<file path="src/rtl/citrus_fetch_pkg.sv">
// Shared types and helpers for the Citrus instruction-fetch front end.
package citrus_fetch_pkg;

    localparam int unsigned INST_BYTES       = 4;
    localparam logic [31:0] DEFAULT_RESET_PC = 32'h0000_0000;

    typedef struct packed {
        logic [31:0] pc;
        logic [31:0] inst;
    } fetch_entry_t;

    typedef enum logic [1:0] {
        ST_BOOT = 2'd0,
        ST_IDLE = 2'd1,
        ST_WAIT = 2'd2,
        ST_DROP = 2'd3
    } fetch_state_t;

    function automatic logic [31:0] align_word(input logic [31:0] addr);
        return {addr[31:2], 2'b00};
    endfunction

    function automatic logic [31:0] sat_inc32(input logic [31:0] value);
        return (value == 32'hFFFF_FFFF) ? value : value + 32'd1;
    endfunction

endpackage

</file>
<file path="src/rtl/fetch_fifo.sv">
// Prefetch queue: DEPTH-entry synchronous FIFO of {pc, inst} pairs with flush.
// Head entry is presented combinationally from storage.
module fetch_fifo
    import citrus_fetch_pkg::*;
#(
    parameter  int unsigned DEPTH = 4,
    localparam int unsigned PW    = $clog2(DEPTH),
    localparam int unsigned CW    = PW + 1
) (
    input  logic          clk,
    input  logic          clrn,
    input  logic          push_i,
    input  fetch_entry_t  push_data_i,
    input  logic          pop_i,
    input  logic          flush_i,
    output logic [CW-1:0] count_o,
    output fetch_entry_t  head_o
);

    logic [PW-1:0] wr_ptr_q, wr_ptr_d;
    logic [PW-1:0] rd_ptr_q, rd_ptr_d;
    logic [CW-1:0] count_q, count_d;
    logic          do_push_s, do_pop_s;
    fetch_entry_t  mem_q [DEPTH];

    // Next-state pointers and occupancy; flush wins over any same-cycle push/pop.
    always_comb begin
        do_pop_s  = pop_i && (count_q != '0);
        do_push_s = push_i && ((count_q < CW'(DEPTH)) || do_pop_s);
        wr_ptr_d  = wr_ptr_q;
        rd_ptr_d  = rd_ptr_q;
        count_d   = count_q;
        if (flush_i) begin
            wr_ptr_d = '0;
            rd_ptr_d = '0;
            count_d  = '0;
        end else begin
            if (do_push_s) begin
                wr_ptr_d = wr_ptr_q + PW'(1'b1);
            end else begin
                wr_ptr_d = wr_ptr_q;
            end
            if (do_pop_s) begin
                rd_ptr_d = rd_ptr_q + PW'(1'b1);
            end else begin
                rd_ptr_d = rd_ptr_q;
            end
            case ({do_push_s, do_pop_s})
                2'b10:   count_d = count_q + CW'(1'b1);
                2'b01:   count_d = count_q - CW'(1'b1);
                default: count_d = count_q;
            endcase
        end
    end

    // Pointer and count registers.
    always_ff @(posedge clk or negedge clrn) begin
        if (!clrn) begin
            wr_ptr_q <= '0;
            rd_ptr_q <= '0;
            count_q  <= '0;
        end else begin
            wr_ptr_q <= wr_ptr_d;
            rd_ptr_q <= rd_ptr_d;
            count_q  <= count_d;
        end
    end

    // Entry storage; cleared on reset so the head reads as zero out of reset.
    always_ff @(posedge clk or negedge clrn) begin
        if (!clrn) begin
            for (int i = 0; i < int'(DEPTH); i++) begin
                mem_q[i] <= '0;
            end
        end else if (do_push_s && !flush_i) begin
            mem_q[wr_ptr_q] <= push_data_i;
        end
    end

    assign count_o = count_q;
    assign head_o  = mem_q[rd_ptr_q];

endmodule

</file>
<file path="src/rtl/if_fetch_queue.sv">
// Citrus instruction-fetch front end: single-outstanding fetch FSM feeding a prefetch queue.
// Optional performance counters are built when CITRUS_FETCH_PERF_EN is defined.
module if_fetch_queue
    import citrus_fetch_pkg::*;
#(
    parameter int unsigned DEPTH    = 4,
    parameter logic [31:0] RESET_PC = DEFAULT_RESET_PC
) (
    input  logic        clk,
    input  logic        clrn,
    input  logic        redirect,
    input  logic [31:0] redirect_pc,
    output logic        imem_req,
    output logic [31:0] imem_addr,
    input  logic        imem_gnt,
    input  logic        imem_rvalid,
    input  logic [31:0] imem_rdata,
    output logic        id_valid,
    input  logic        id_ready,
    output logic [31:0] id_pc,
    output logic [31:0] id_inst
`ifdef CITRUS_FETCH_PERF_EN
    ,
    output logic [31:0] perf_redirects,
    output logic [31:0] perf_stalls
`endif
);

    localparam int unsigned CW = $clog2(DEPTH) + 1;

    fetch_state_t  state_q, state_d;
    logic [31:0]   fetch_pc_q, fetch_pc_d;
    logic [31:0]   req_pc_q, req_pc_d;
    logic [CW-1:0] count_s;
    fetch_entry_t  head_s;
    fetch_entry_t  push_data_s;
    logic          req_s, redir_s, push_s, pop_s, flush_s;

    // Requests only start from IDLE, so there is never an outstanding slot to add to the count.
    assign req_s   = (state_q == ST_IDLE) && (count_s < CW'(DEPTH)) && !redirect;
    assign redir_s = redirect && (state_q != ST_BOOT);
    assign pop_s   = id_ready && !redir_s;
    assign push_data_s = '{pc: req_pc_q, inst: imem_rdata};

    // Fetch FSM next state, fetch address and queue push/flush control.
    always_comb begin
        state_d    = state_q;
        fetch_pc_d = fetch_pc_q;
        req_pc_d   = req_pc_q;
        push_s     = 1'b0;
        flush_s    = 1'b0;
        case (state_q)
            ST_BOOT: state_d = ST_IDLE;
            ST_IDLE: begin
                if (req_s && imem_gnt) begin
                    req_pc_d   = fetch_pc_q;
                    fetch_pc_d = fetch_pc_q + 32'(INST_BYTES);
                    state_d    = ST_WAIT;
                end else begin
                    state_d = ST_IDLE;
                end
            end
            ST_WAIT: begin
                if (redirect) begin
                    state_d = imem_rvalid ? ST_IDLE : ST_DROP;
                end else if (imem_rvalid) begin
                    push_s  = 1'b1;
                    state_d = ST_IDLE;
                end else begin
                    state_d = ST_WAIT;
                end
            end
            ST_DROP: begin
                if (imem_rvalid) begin
                    state_d = ST_IDLE;
                end else begin
                    state_d = ST_DROP;
                end
            end
            default: state_d = ST_BOOT;
        endcase
        if (redir_s) begin
            flush_s    = 1'b1;
            fetch_pc_d = align_word(redirect_pc);
        end else begin
            flush_s = 1'b0;
        end
    end

    // FSM and address registers.
    always_ff @(posedge clk or negedge clrn) begin
        if (!clrn) begin
            state_q    <= ST_BOOT;
            fetch_pc_q <= RESET_PC;
            req_pc_q   <= '0;
        end else begin
            state_q    <= state_d;
            fetch_pc_q <= fetch_pc_d;
            req_pc_q   <= req_pc_d;
        end
    end

    fetch_fifo #(
        .DEPTH (DEPTH)
    ) u_fifo (
        .clk         (clk),
        .clrn        (clrn),
        .push_i      (push_s),
        .push_data_i (push_data_s),
        .pop_i       (pop_s),
        .flush_i     (flush_s),
        .count_o     (count_s),
        .head_o      (head_s)
    );

    assign imem_req  = req_s;
    assign imem_addr = fetch_pc_q;
    assign id_valid  = (count_s != '0);
    assign id_pc     = head_s.pc;
    assign id_inst   = head_s.inst;

`ifdef CITRUS_FETCH_PERF_EN
    logic [31:0] perf_redir_q, perf_redir_d;
    logic [31:0] perf_stall_q, perf_stall_d;

    // Saturating event counters, frozen during BOOT.
    always_comb begin
        if (redir_s) begin
            perf_redir_d = sat_inc32(perf_redir_q);
        end else begin
            perf_redir_d = perf_redir_q;
        end
        if (id_ready && !id_valid && (state_q != ST_BOOT)) begin
            perf_stall_d = sat_inc32(perf_stall_q);
        end else begin
            perf_stall_d = perf_stall_q;
        end
    end

    // Counter registers.
    always_ff @(posedge clk or negedge clrn) begin
        if (!clrn) begin
            perf_redir_q <= '0;
            perf_stall_q <= '0;
        end else begin
            perf_redir_q <= perf_redir_d;
            perf_stall_q <= perf_stall_d;
        end
    end

    assign perf_redirects = perf_redir_q;
    assign perf_stalls    = perf_stall_q;
`endif

endmodule
</file>
<file path="config.mk">
export PLATFORM = sky130hd
export DESIGN_NAME = if_fetch_queue
export DESIGN_NICKNAME = d
export VERILOG_FILES = /design/src/rtl/citrus_fetch_pkg.sv /design/src/rtl/fetch_fifo.sv /design/src/rtl/if_fetch_queue.sv
export SDC_FILE = /design/constraint.sdc
export NUM_CORES = 1
export LEC_CHECK = 0
export BUFFER_PORTS_ARGS = -buffer_cell sky130_fd_sc_hd__buf_2
export CAP_MARGIN = 30
export CORE_ASPECT_RATIO = 1.75
export CORE_UTILIZATION = 30
export DETAILED_ROUTE_END_ITERATION = 10
export GPL_TIMING_DRIVEN = 1
export HOLD_SLACK_MARGIN = 0.12
export PLACE_DENSITY = 0.53
export REMOVE_ABC_BUFFERS = 1
export SETUP_SLACK_MARGIN = 0.1
export SLEW_MARGIN = 0
export SYNTH_ARGS = -nofsm -noshare
export SYNTH_HDL_FRONTEND = slang
export SYNTH_SLANG_ARGS = --single-unit
</file>
<file path="constraint.sdc">
create_clock -name clk -period 6.6 [get_ports clk]
set_clock_uncertainty 0.15 [all_clocks]
set_input_delay 0.33 -clock clk [delete_from_list [all_inputs] [get_ports clk]]
set_output_delay 0.33 -clock clk [all_outputs]
set_load 0.03 [all_outputs]
</file>
==> flow_metrics.py, run 1 <==
metrics = {
    "detailed_routing": {
        "drc": 22,
        "total_number_of_vias": 8796,
        "dr.pass1.iters": 7,
        "initial_drc_count": 336,
        "avgViaCountPerCell": 4.88,
        "postRouteAntennaNets": 0,
        "wl_microns": 34900,
        "routedWlPerCell_microns": 19.3,
    },
    "layout": {
        "multi_input_area_sq_um": 5830,
        "post_route_cells_drive_above_1_share_pct": 39.9,
        "n_antenna_cell": 0,
        "nFillCells": 4497,
        "layout.nets": 1277,
        "regArea_sq_um": 7940,
        "flow.area_growth_from_synthesis_pct": 22.0,
    },
    "pwr": {
        "vdd_ir_drop_max_uv": 206,
        "fin_total_pwr_mw": 5.98,
        "pwr_density_cell_nw_per_um2": 349,
        "total_leakage_power_nw": 8.39,
    },
    "global_routing": {
        "grt_usage_pct": 14.8,
        "first_pass_grt_wire_length_microns": 55400,
        "grt_max_degree": 153,
        "first_global_vias": 9435,
        "grt_antenna_before_repair": 0,
        "grt_ovf": 0,
    },
    "floorplanning": {
        "fp.coreArea_sq_um": 46100,
        "dieArea_sq_um": 47700,
        "fp-row-count": 104,
        "die_height_microns": 288,
        "initial_standard_cell_utilization_of_the_core_pct": 30.5,
        "die_w_microns": 166,
        "design.portCount": 168,
    },
    "outcome": {
        "outcome": "finished, violations left",
        "violations": "design-rule violations",
    },
    "critical_path": {
        "worst_ep_arrival_time_ns": 3.00,
        "critical_path.slowest_cell": "sky130_fd_sc_hd__dfrtp_4",
        "worst_r2r_startpoint": "state_q[0]$_DFF_PN0_",
        "critical_path_buf_inv_count": 3,
        "cp_max_fo": 23,
        "largest_stage_delay_worst_path_ns": 0.77,
        "critical_path.top_delay_family": "buffers and inverters",
        "worstPathCellList": "buf_12 -> buf_4 -> mux4_2 -> buf_2",
        "start_kind": "flip-flop",
        "critical_path_class": "reg2out",
        "critical_path.endpoint_type": "primary output",
        "worstRegToRegCells": 8,
        "rrSetupSlack_ns": 3.49,
        "worstPathRequired_ns": 6.12,
        "capturing_point_of_the_worst_reg2reg_path": "u_fifo.count_o[2]$_DFFE_PN0P_",
    },
    "placement": {
        "globalplace.congestion": 0.759,
        "portBuffers": 161,
        "hpwl_microns": 22000,
        "dp_slack_ns": 3.60,
    },
    "sta": {
        "final.min_clock_period_ns": 3.48,
        "max_freq_mhz": 288,
        "finalMaxSlewViolations": 0,
        "layout_worst_path_cycle_share_pct": 52.7,
        "rsz0062_at_grt": "false",
        "setup_tns_ns": 0,
        "slew_margin_rel_pct": 37.0,
        "tightest_slew_ns": 0.944,
        "setup_viol": 0,
        "post-route-worst-setup-slack_ns": 3.12,
        "final-hold-violation-count": 0,
    },
    "min_path": {
        "worstHoldStart": "imem_gnt",
        "hold_path.class": "in2reg",
        "timing.hold.worst_path_depth": 5,
        "min_delay_worst_endpoint": "imem_addr[19]$_DFFE_PN0P_",
    },
    "yosys": {
        "synth-edff-count": 0,
        "synthDistinctLibCells": 53,
        "ys_async_sr_fraction_pct": 100,
        "mean_cell_area_of_the_mapped_netlist_sq_um": 14.4,
        "synth-warning-count": 0,
        "post-synth-top-area-fraction_pct": 56.5,
        "seq_area_frac_synth_pct": 56.5,
        "ys_seq_elements": 317,
        "post_synth_instance_area_sq_um": 14100,
        "synthCells": 979,
        "ys_top_cells_by_area": "sky130_fd_sc_hd__dfrtp_1 56%, sky130_fd_sc_hd__mux2_2 16%, sky130_fd_sc_hd__mux4_2 9.9%",
        "synthDominantAreaCellType": "sky130_fd_sc_hd__dfrtp_1",
        "synthFlopType": "sky130_fd_sc_hd__dfrtp_1",
    },
    "clock_network": {
        "cts_tree": "built",
        "cts.sinks": 317,
        "clock_transition_at_the_registers_of_the_reported_paths_ns": 0.06,
        "numCtsBuffers": 31,
        "clockBufferDepth": 3,
        "cts_repair_resize_count": 0,
        "cts_root_buffer": "sky130_fd_sc_hd__clkbuf_16",
        "cts_hold_buffers": 70,
        "post_cts_setup_buffer_count": 0,
        "insertion_delay_ns": 0.58,
        "htree_levels": 1,
    },
    "flow_run": {
        "maxCapViolations": 0,
    },
}
-- layout make-up --
cell class                      instances  area share, %
Sequential cell                       317           46.3
Clock inverter                          4          0.153
Clock buffer                           48           5.13
Multi-Input combinational cell        594           34.0
Inverter                               10          0.219
Timing Repair Buffer                  247           9.94
Tap cell                              583           4.25
-- sequential cells by signal (all words and copies together), names as in the netlist --
name and cells:
u_fifo.mem_q 248, imem_addr 30, req_pc_q 30, u_fifo.count_o 3, state_q 2, u_fifo.rd_ptr_q 2, u_fifo.wr_ptr_q 2
-- worst max path at each step --
stage                     slack [ns]  depth (start not counted)                      startpoint                             to
after floorplan                 2.83                          1  u_fifo.rd_ptr_q[0]$_DFFE_PN0P_                     id_inst[0]
after global routing            2.90                          4  u_fifo.rd_ptr_q[0]$_DFFE_PN0P_                      id_pc[26]
final                           3.12                          4  u_fifo.rd_ptr_q[0]$_DFFE_PN0P_                      id_pc[12]
after detailed placement        3.60                          6   u_fifo.count_o[2]$_DFFE_PN0P_      imem_addr[21]$_DFFE_PN0P_
after global placement          3.34                          6                     imem_rvalid  u_fifo.mem_q[245]$_DFFE_PN0P_
after CTS                       2.96                          4  u_fifo.rd_ptr_q[0]$_DFFE_PN0P_                      id_pc[12]
-- tightest hold or removal path, delay by kind of cell --
kind | cells | cell delay [ns]
and+or+nand+nor | 2 | 0.25
AOI/OAI and AO/OA | 1 | 0.06
xor gates and xnor gates | 1 | 0.14
buffers and inverters | 1 | 0.12
-- synthesized netlist by cell type, types with 3 or more instances --
master,instances
sky130_fd_sc_hd__nor4_1,6
sky130_fd_sc_hd__a21oi_1,9
sky130_fd_sc_hd__mux2_2,197
sky130_fd_sc_hd__xor2_1,5
sky130_fd_sc_hd__a21o_1,3
sky130_fd_sc_hd__nand2_1,119
sky130_fd_sc_hd__mux2_1,51
sky130_fd_sc_hd__or3_1,4
sky130_fd_sc_hd__nand3_1,17
sky130_fd_sc_hd__o311ai_0,11
sky130_fd_sc_hd__nand4_1,5
sky130_fd_sc_hd__and3_1,7
sky130_fd_sc_hd__o211ai_1,8
sky130_fd_sc_hd__mux4_2,62
sky130_fd_sc_hd__and2_1,3
sky130_fd_sc_hd__nor3_1,8
sky130_fd_sc_hd__dfrtp_1,317
sky130_fd_sc_hd__ha_1,5
sky130_fd_sc_hd__inv_1,10
sky130_fd_sc_hd__o21ai_0,17
sky130_fd_sc_hd__or4_1,4
sky130_fd_sc_hd__buf_4,6
sky130_fd_sc_hd__buf_2,21
sky130_fd_sc_hd__clkbuf_1,34
sky130_fd_sc_hd__xnor2_1,7
sky130_fd_sc_hd__nor2_1,9
-- power breakdown --
part           internal (mW)  total, mW  switching [mW]
sequential              2.26       2.59           0.332
combinational          0.716       1.75            1.03
clock                  0.905       1.64           0.737
total                   3.88       5.98            2.10
-- metrics by stage --
stage / area [sq um] / hold WS (ns) / util, % / cells
after floorplan: 13800 / -0.116 / - / 921
after global placement: 15500 / 0.244 / 33.6 / 1677
after detailed placement: 15500 / 0.259 / 33.7 / 1680
after CTS: 17100 / 0.157 / 37.2 / 1802
after global routing: 17100 / 0.247 / 37.2 / 1803
final: 17100 / 0.223 / 37.2 / 1803
-- layout by cell type, fill, tap and decap left out, drive strengths merged, types with 2 or more instances in the layout --
cell	netlist	final
nand2	121	121
conb	1	4
a221oi	2	2
a21oi	9	9
mux2i	2	2
xnor2	7	7
nor4b	2	2
o311ai	11	11
inv	10	11
and4	2	2
ha	5	5
o211ai	8	8
and3	7	7
mux4	62	62
dlygate4sd3	0	70
mux2	248	248
a22oi	2	2
nor3	8	8
nand4	6	6
o31ai	2	2
a221o	2	2
nand3	18	18
xor2	5	5
dfrtp	317	317
buf	27	177
nor4	6	6
nor2	9	9
or3	4	4
or4	4	4
a21o	3	3
clkbuf	34	48
clkinv	0	2
and2	3	3
o21ai	17	17
-- per-layer routing --
layer | track usage, % | routed length [microns] | vias up | share of wire (%)
li1 | - | - | 4026 | -
met1 | 18.4 | 14700 | 4572 | 42
met2 | 27.2 | 18200 | 162 | 52
met3 | 2.08 | 1520 | 36 | 4.4
met4 | 3.36 | 525 | 0 | 1.5
met5 | 0 | 0 | - | 0
-- cells by family (layout without fill, tap and decap cells) --
logic type | Yosys count | after routing | share of synthesized area, %
buffers and inverters | 71 | 309 | 2.24
flip-flops | 317 | 317 | 56.5
AO/OA/AOI/OAI | 67 | 67 | 3.51
adder cells (fa/ha/maj) | 6 | 6 | 0.588
XOR/XNOR | 12 | 12 | 0.748
AND/OR/NAND/NOR | 193 | 193 | 6.48
other | 1 | 4 | 0.0267
multiplexers | 312 | 312 | 30.0
(Power assumes the default switching activity.)
==> inputs of run 2 (changes only) <==
- PLACE_DENSITY: 0.53 -> 0.54
- clock period: 6.6 -> 3 ns (I/O delays scaled with it)
==> run 2 against run 1 <==
Compared with the run above:
- final cell count increased by 1.4%
- largest power group unchanged
- cell area increased by 2.1%
- the flow still finishes with violations (design-rule violations)
- critical path depth increased by 2
- utilization increased by 0.78 points
- combinational power increased by 130%
==> flow_metrics.py, run 2 (synthesized netlist as in run 1, its figures left out) <==
metrics = {
    "outcome": {
        "outcome": "finished, violations left",
        "violations": "design-rule violations",
    },
    "placement": {
        "portBuffers": 161,
        "placed_cells": 1692,
        "globalplace.congestion": 0.803,
        "dp_slack_ns": 0.511,
        "hpwl_microns": 23000,
    },
    "critical_path": {
        "capturing_point_of_the_worst_reg2reg_path": "imem_addr[19]$_DFFE_PN0P_",
        "largest_stage_delay_worst_path_ns": 0.56,
        "critical_path.slowest_cell": "sky130_fd_sc_hd__dlygate4sd3_1",
        "critical_path_class": "reg2reg",
        "worst_r2r_startpoint": "u_fifo.count_o[2]$_DFFE_PN0P_",
        "worstRegToRegCells": 6,
        "rrSetupSlack_ns": 0.33,
        "worstPathCellList": "nor4b_4 -> nand4_2 -> nor4_1 -> xnor2_1 -> o21ai_0 -> dlygate4sd3_1",
        "worst_ep_arrival_time_ns": 2.92,
        "cp_max_fo": 7,
        "critical_path.endpoint_type": "flip-flop",
        "worstPathRequired_ns": 3.25,
        "start_kind": "flip-flop",
    },
    "sta": {
        "post-route-worst-setup-slack_ns": 0.330,
        "hold-worst-slack_ns": 0.143,
        "finalMaxSlewViolations": 0,
        "layout_worst_path_cycle_share_pct": 89.0,
        "final.min_clock_period_ns": 2.67,
        "rsz0062_at_grt": "false",
        "slew_margin_rel_pct": 49.4,
        "setup_viol": 0,
        "tightest_slew_ns": 0.758,
        "max_freq_mhz": 375,
        "final-hold-violation-count": 0,
    },
    "pwr": {
        "fin_total_pwr_mw": 13.8,
        "vdd_ir_drop_max_uv": 502,
        "total_leakage_power_nw": 8.57,
        "pwr_density_cell_nw_per_um2": 788,
    },
    "clock_network": {
        "post_cts_setup_buffer_count": 0,
        "clockBufferDepth": 3,
        "htree_levels": 2,
        "cts.sinks": 317,
        "cts_tree": "built",
        "numCtsBuffers": 35,
        "insertion_delay_ns": 0.53,
        "clock_transition_at_the_registers_of_the_reported_paths_ns": 0.06,
        "cts_root_buffer": "sky130_fd_sc_hd__clkbuf_16",
    },
    "detailed_routing": {
        "avgViaCountPerCell": 4.89,
        "dr.pass1.iters": 8,
        "wl_microns": 35500,
        "total_number_of_vias": 8933,
        "initial_drc_count": 454,
        "postRouteAntennaNets": 0,
        "routedWlPerCell_microns": 19.4,
        "drc": 26,
    },
    "flow_run": {
        "maxCapViolations": 0,
    },
    "global_routing": {
        "first_global_vias": 9543,
        "grt_usage_pct": 15.2,
        "first_pass_grt_wire_length_microns": 55900,
        "grt_ovf": 0,
        "grt_antenna_before_repair": 0,
        "grt_max_degree": 96,
    },
    "layout": {
        "layout.cells.most_common": "sky130_fd_sc_hd__dfrtp_1",
        "regArea_sq_um": 7940,
        "postLayoutCoreUtil_pct": 38.0,
        "registers.top_by_ff_count": "u_fifo.mem_q",
        "largest_reg_flops": 248,
        "nFillCells": 4427,
        "layout.nets": 1298,
        "instances_no_fill": 1828,
        "layout.cells.most_common_list": "315 x sky130_fd_sc_hd__dfrtp_1, 197 x sky130_fd_sc_hd__mux2_2, 160 x sky130_fd_sc_hd__buf_2, 117 x sky130_fd_sc_hd__nand2_1, 75 x sky130_fd_sc_hd__dlygate4sd3_1",
        "flow.area_growth_from_synthesis_pct": 24.6,
        "n_antenna_cell": 0,
        "post_route_cells_drive_above_1_share_pct": 41.0,
        "multi_input_area_sq_um": 5840,
    },
    "floorplanning": {
        "design.portCount": 168,
        "fp.coreArea_sq_um": 46100,
        "fp-row-count": 104,
        "dieArea_sq_um": 47700,
        "die_height_microns": 288,
        "die_w_microns": 166,
        "initial_standard_cell_utilization_of_the_core_pct": 30.5,
    },
    "min_path": {
        "hold_path.class": "in2async",
    },
}
[run 2: metal layers]
metal	track usage (%)	wire, microns	vias up
li1	-	-	4071
met1	17.7	14400	4600
met5	0	0	-
met3	2.49	1560	53
met4	5.77	1040	0
met2	27.8	18500	209
[run 2: what timing repair did]
item / CTS / global route
setup endpoints to repair: 0 / 1
hold endpoints to repair: 487 / 0
gates resized for setup: 0 / 1
hold buffers: 76 / 0
[run 2: area by class of cell]
cell class	instances	area share, %
Clock buffer	51	5.76
Timing Repair Buffer	264	10.7
Sequential cell	317	45.4
Inverter	10	0.214
Clock inverter	9	0.479
Tap cell	583	4.17
Multi-Input combinational cell	594	33.3
[run 2: worst max path at each step]
stage / end / from / cells past startpoint
after detailed placement: imem_addr[28]$_DFFE_PN0P_ / imem_addr[2]$_DFFE_PN0P_ / 6
after floorplan: id_inst[0] / u_fifo.rd_ptr_q[0]$_DFFE_PN0P_ / 1
after CTS: imem_addr[18]$_DFFE_PN0P_ / imem_addr[2]$_DFFE_PN0P_ / 6
after global routing: imem_addr[19]$_DFFE_PN0P_ / u_fifo.count_o[2]$_DFFE_PN0P_ / 6
final: imem_addr[19]$_DFFE_PN0P_ / u_fifo.count_o[2]$_DFFE_PN0P_ / 6
after global placement: imem_addr[28]$_DFFE_PN0P_ / imem_addr[2]$_DFFE_PN0P_ / 6
[run 2: worst max-delay path: cells and delay by family (launching register included)]
family          cells  cell delay [ns]
simple gates        3             1.07
buf+inv             1             0.56
flops               1             0.50
xor+xnor            1             0.17
compound gates      1             0.09
[run 2: per-stage QoR]
step | TNS, ns | instance area [sq um]
final | 0 | 17500
after global routing | 0 | 17500
after CTS | 0 | 17500
after detailed placement | 0 | 15600
after global placement | 0 | 15600
after floorplan | -89.42 | 13800
[run 2: power breakdown]
part | internal (mW) | switching [mW]
logic | 1.63 | 2.37
registers | 4.98 | 0.646
clock network | 2.43 | 1.75
==> inputs of run 3 (changes only) <==
- PLACE_DENSITY: 0.54 -> 0.57
==> run 3 against run 2 <==
Compared with the run above:
- the flow still finishes with violations (design-rule violations)
- critical path depth shrank 3
- register-to-register slack lost 0.02 ns
- flip-flop and latch count is the same
- critical path type is now reg2out
- clock power shrank 2%
- largest power group unchanged
- largest cell class unchanged
- first-iteration DRC count shrank 14%
- count of clock-buffer cells in the layout shrank 8
- total power shrank 0.48%
==> flow_metrics.py, run 3 (synthesized netlist as in run 1, its figures left out) <==
metrics = {
    "outcome": {
        "outcome": "finished, violations left",
        "violations": "design-rule violations",
    },
    "critical_path": {
        "worst_ep_arrival_time_ns": 2.43,
        "critical_path.endpoint_type": "primary output",
        "rrSetupSlack_ns": 0.31,
        "worstPathCellList": "buf_4 -> mux4_2 -> buf_2",
        "critical_path_class": "reg2out",
        "largest_stage_delay_worst_path_ns": 0.66,
        "capturing_point_of_the_worst_reg2reg_path": "imem_addr[27]$_DFFE_PN0P_",
        "start_kind": "flip-flop",
        "critical_path.slowest_cell": "sky130_fd_sc_hd__dfrtp_4",
        "cp_max_fo": 16,
        "worstPathRequired_ns": 2.70,
        "worstRegToRegCells": 6,
        "timing.critical_path.from": "u_fifo.rd_ptr_q[0]$_DFFE_PN0P_",
        "worst_r2r_startpoint": "imem_addr[14]$_DFFE_PN0P_",
        "critPathCapture": "id_inst[21]",
    },
    "floorplanning": {
        "fp-row-count": 104,
        "fp.coreArea_sq_um": 46100,
        "die_w_microns": 166,
        "dieArea_sq_um": 47700,
        "die_height_microns": 288,
        "initial_standard_cell_utilization_of_the_core_pct": 30.5,
        "design.portCount": 168,
    },
    "detailed_routing": {
        "initial_drc_count": 389,
        "wl_microns": 34800,
        "total_number_of_vias": 9020,
        "dr.pass1.iters": 7,
        "drc": 18,
        "postRouteAntennaNets": 0,
        "routedWlPerCell_microns": 19.1,
        "avgViaCountPerCell": 4.95,
    },
    "layout": {
        "layout.cells.most_common": "sky130_fd_sc_hd__dfrtp_1",
        "layout.nets": 1296,
        "largest_reg_flops": 248,
        "layout.cells.most_common_list": "315 x sky130_fd_sc_hd__dfrtp_1, 197 x sky130_fd_sc_hd__mux2_2, 160 x sky130_fd_sc_hd__buf_2, 117 x sky130_fd_sc_hd__nand2_1, 77 x sky130_fd_sc_hd__dlygate4sd3_1",
        "multi_input_area_sq_um": 5840,
        "n_antenna_cell": 0,
        "post_route_cells_drive_above_1_share_pct": 41.0,
        "nFillCells": 4405,
        "finalInstanceArea_sq_um": 17500,
        "flow.area_growth_from_synthesis_pct": 24.6,
        "registers.top_by_ff_count": "u_fifo.mem_q",
        "regArea_sq_um": 7940,
    },
    "sta": {
        "slew_margin_rel_pct": 42.8,
        "setup_viol": 0,
        "tightest_slew_ns": 0.847,
        "post-route-worst-setup-slack_ns": 0.271,
        "finalMaxSlewViolations": 0,
        "layout_worst_path_cycle_share_pct": 91.0,
        "final.min_clock_period_ns": 2.73,
        "final-hold-violation-count": 0,
        "rsz0062_at_grt": "false",
        "max_freq_mhz": 366,
    },
    "pwr": {
        "vdd_ir_drop_max_uv": 384,
        "total_leakage_power_nw": 8.57,
        "pwr_density_cell_nw_per_um2": 784,
    },
    "placement": {
        "hpwl_microns": 22400,
        "portBuffers": 161,
        "globalplace.congestion": 0.771,
        "dp_slack_ns": 0.476,
        "dpl-instance-area_sq_um": 15700,
    },
    "global_routing": {
        "first_pass_grt_wire_length_microns": 55300,
        "grt_usage_pct": 14.8,
        "grt_max_degree": 69,
        "grt_antenna_before_repair": 0,
        "grt_ovf": 0,
        "first_global_vias": 9534,
    },
    "clock_network": {
        "clock_transition_at_the_registers_of_the_reported_paths_ns": 0.07,
        "cts_tree": "built",
        "insertion_delay_ns": 0.56,
        "clockBufferDepth": 3,
        "htree_levels": 1,
        "numCtsBuffers": 30,
        "cts_root_buffer": "sky130_fd_sc_hd__clkbuf_16",
        "cts.sinks": 317,
        "post_cts_setup_buffer_count": 0,
    },
    "flow_run": {
        "maxCapViolations": 0,
    },
    "min_path": {
        "hold_path.class": "in2reg",
    },
}
run 3: cell count changes in the layout (fill, tap and decap cells not counted), sizes merged:
cell and delta:
clkinv -3, clkinvlp -1, dlygate4sd3 +2, bufinv +4
clkbuf -8, inv -1, buf +1
run 3: worst min-delay path by stage:
stage               slack [ns]             from                             to  cells past startpoint
floorplan                -0.30             clrn      imem_addr[10]$_DFFE_PN0P_                      0
global placement         0.007             clrn  u_fifo.mem_q[210]$_DFFE_PN0P_                      1
detailed placement        0.01             clrn  u_fifo.mem_q[210]$_DFFE_PN0P_                      1
CTS                       0.14  redirect_pc[16]      imem_addr[16]$_DFFE_PN0P_                      4
global route              0.18   redirect_pc[5]       imem_addr[5]$_DFFE_PN0P_                      4
finish                    0.19  redirect_pc[10]      imem_addr[10]$_DFFE_PN0P_                      4
run 3: layout make-up:
type / count / share of cell area, %
Timing Repair Buffer: 267 / 10.9
Inverter: 10 / 0.214
Clock inverter: 8 / 0.943
Tap cell: 583 / 4.17
Sequential cell: 317 / 45.3
Multi-Input combinational cell: 594 / 33.3
Clock buffer: 43 / 5.09
run 3: power breakdown:
| part | total, mW | internal, mW | switching, mW |
|---|---|---|---|
| Clock | 4.10 | 2.47 | 1.63 |
| Combinational | 3.93 | 1.63 | 2.31 |
| Sequential | 5.70 | 4.98 | 0.722 |
| Total | 13.7 | 9.07 | 4.66 |
run 3: repair_timing:
item	in CTS	in global routing
resized for setup	0	1
hold buffers	78	0
hold endpoints to repair	489	0
setup endpoints to repair	0	1
run 3: critical path, delay by kind of cell, from the launching register on:
kind | cells | cell delay (ns)
buffers and inverters | 2 | 0.63
flip-flops | 1 | 0.66
multiplexers | 1 | 0.57
run 3: layer usage:
metal / up-vias / share of wire, % / GRT usage, %
met3: 40 / 4.9 / 2.18
met4: 0 / 1.8 / 3.90
li1: 4054 / - / -
met2: 197 / 52 / 26.8
met5: - / 0 / 0
met1: 4729 / 42 / 18.3
run 3: stage by stage:
| stage | hold slack (ns) | total power [mW] | utilization, % | cells | TNS [ns] |
|---|---|---|---|---|---|
| after CTS | 0.138 | 14.0 | 38.0 | 1822 | 0 |
| after detailed placement | 0.0110 | 9.69 | 34.0 | 1693 | 0 |
| after floorplan | -0.296 | 8.23 | - | 921 | -89.42 |
| final | 0.189 | 13.7 | 38.0 | 1822 | 0 |
| after global placement | 0.00713 | 9.58 | 34.0 | 1693 | 0 |
| after global routing | 0.176 | 14.5 | 38.0 | 1822 | 0 |
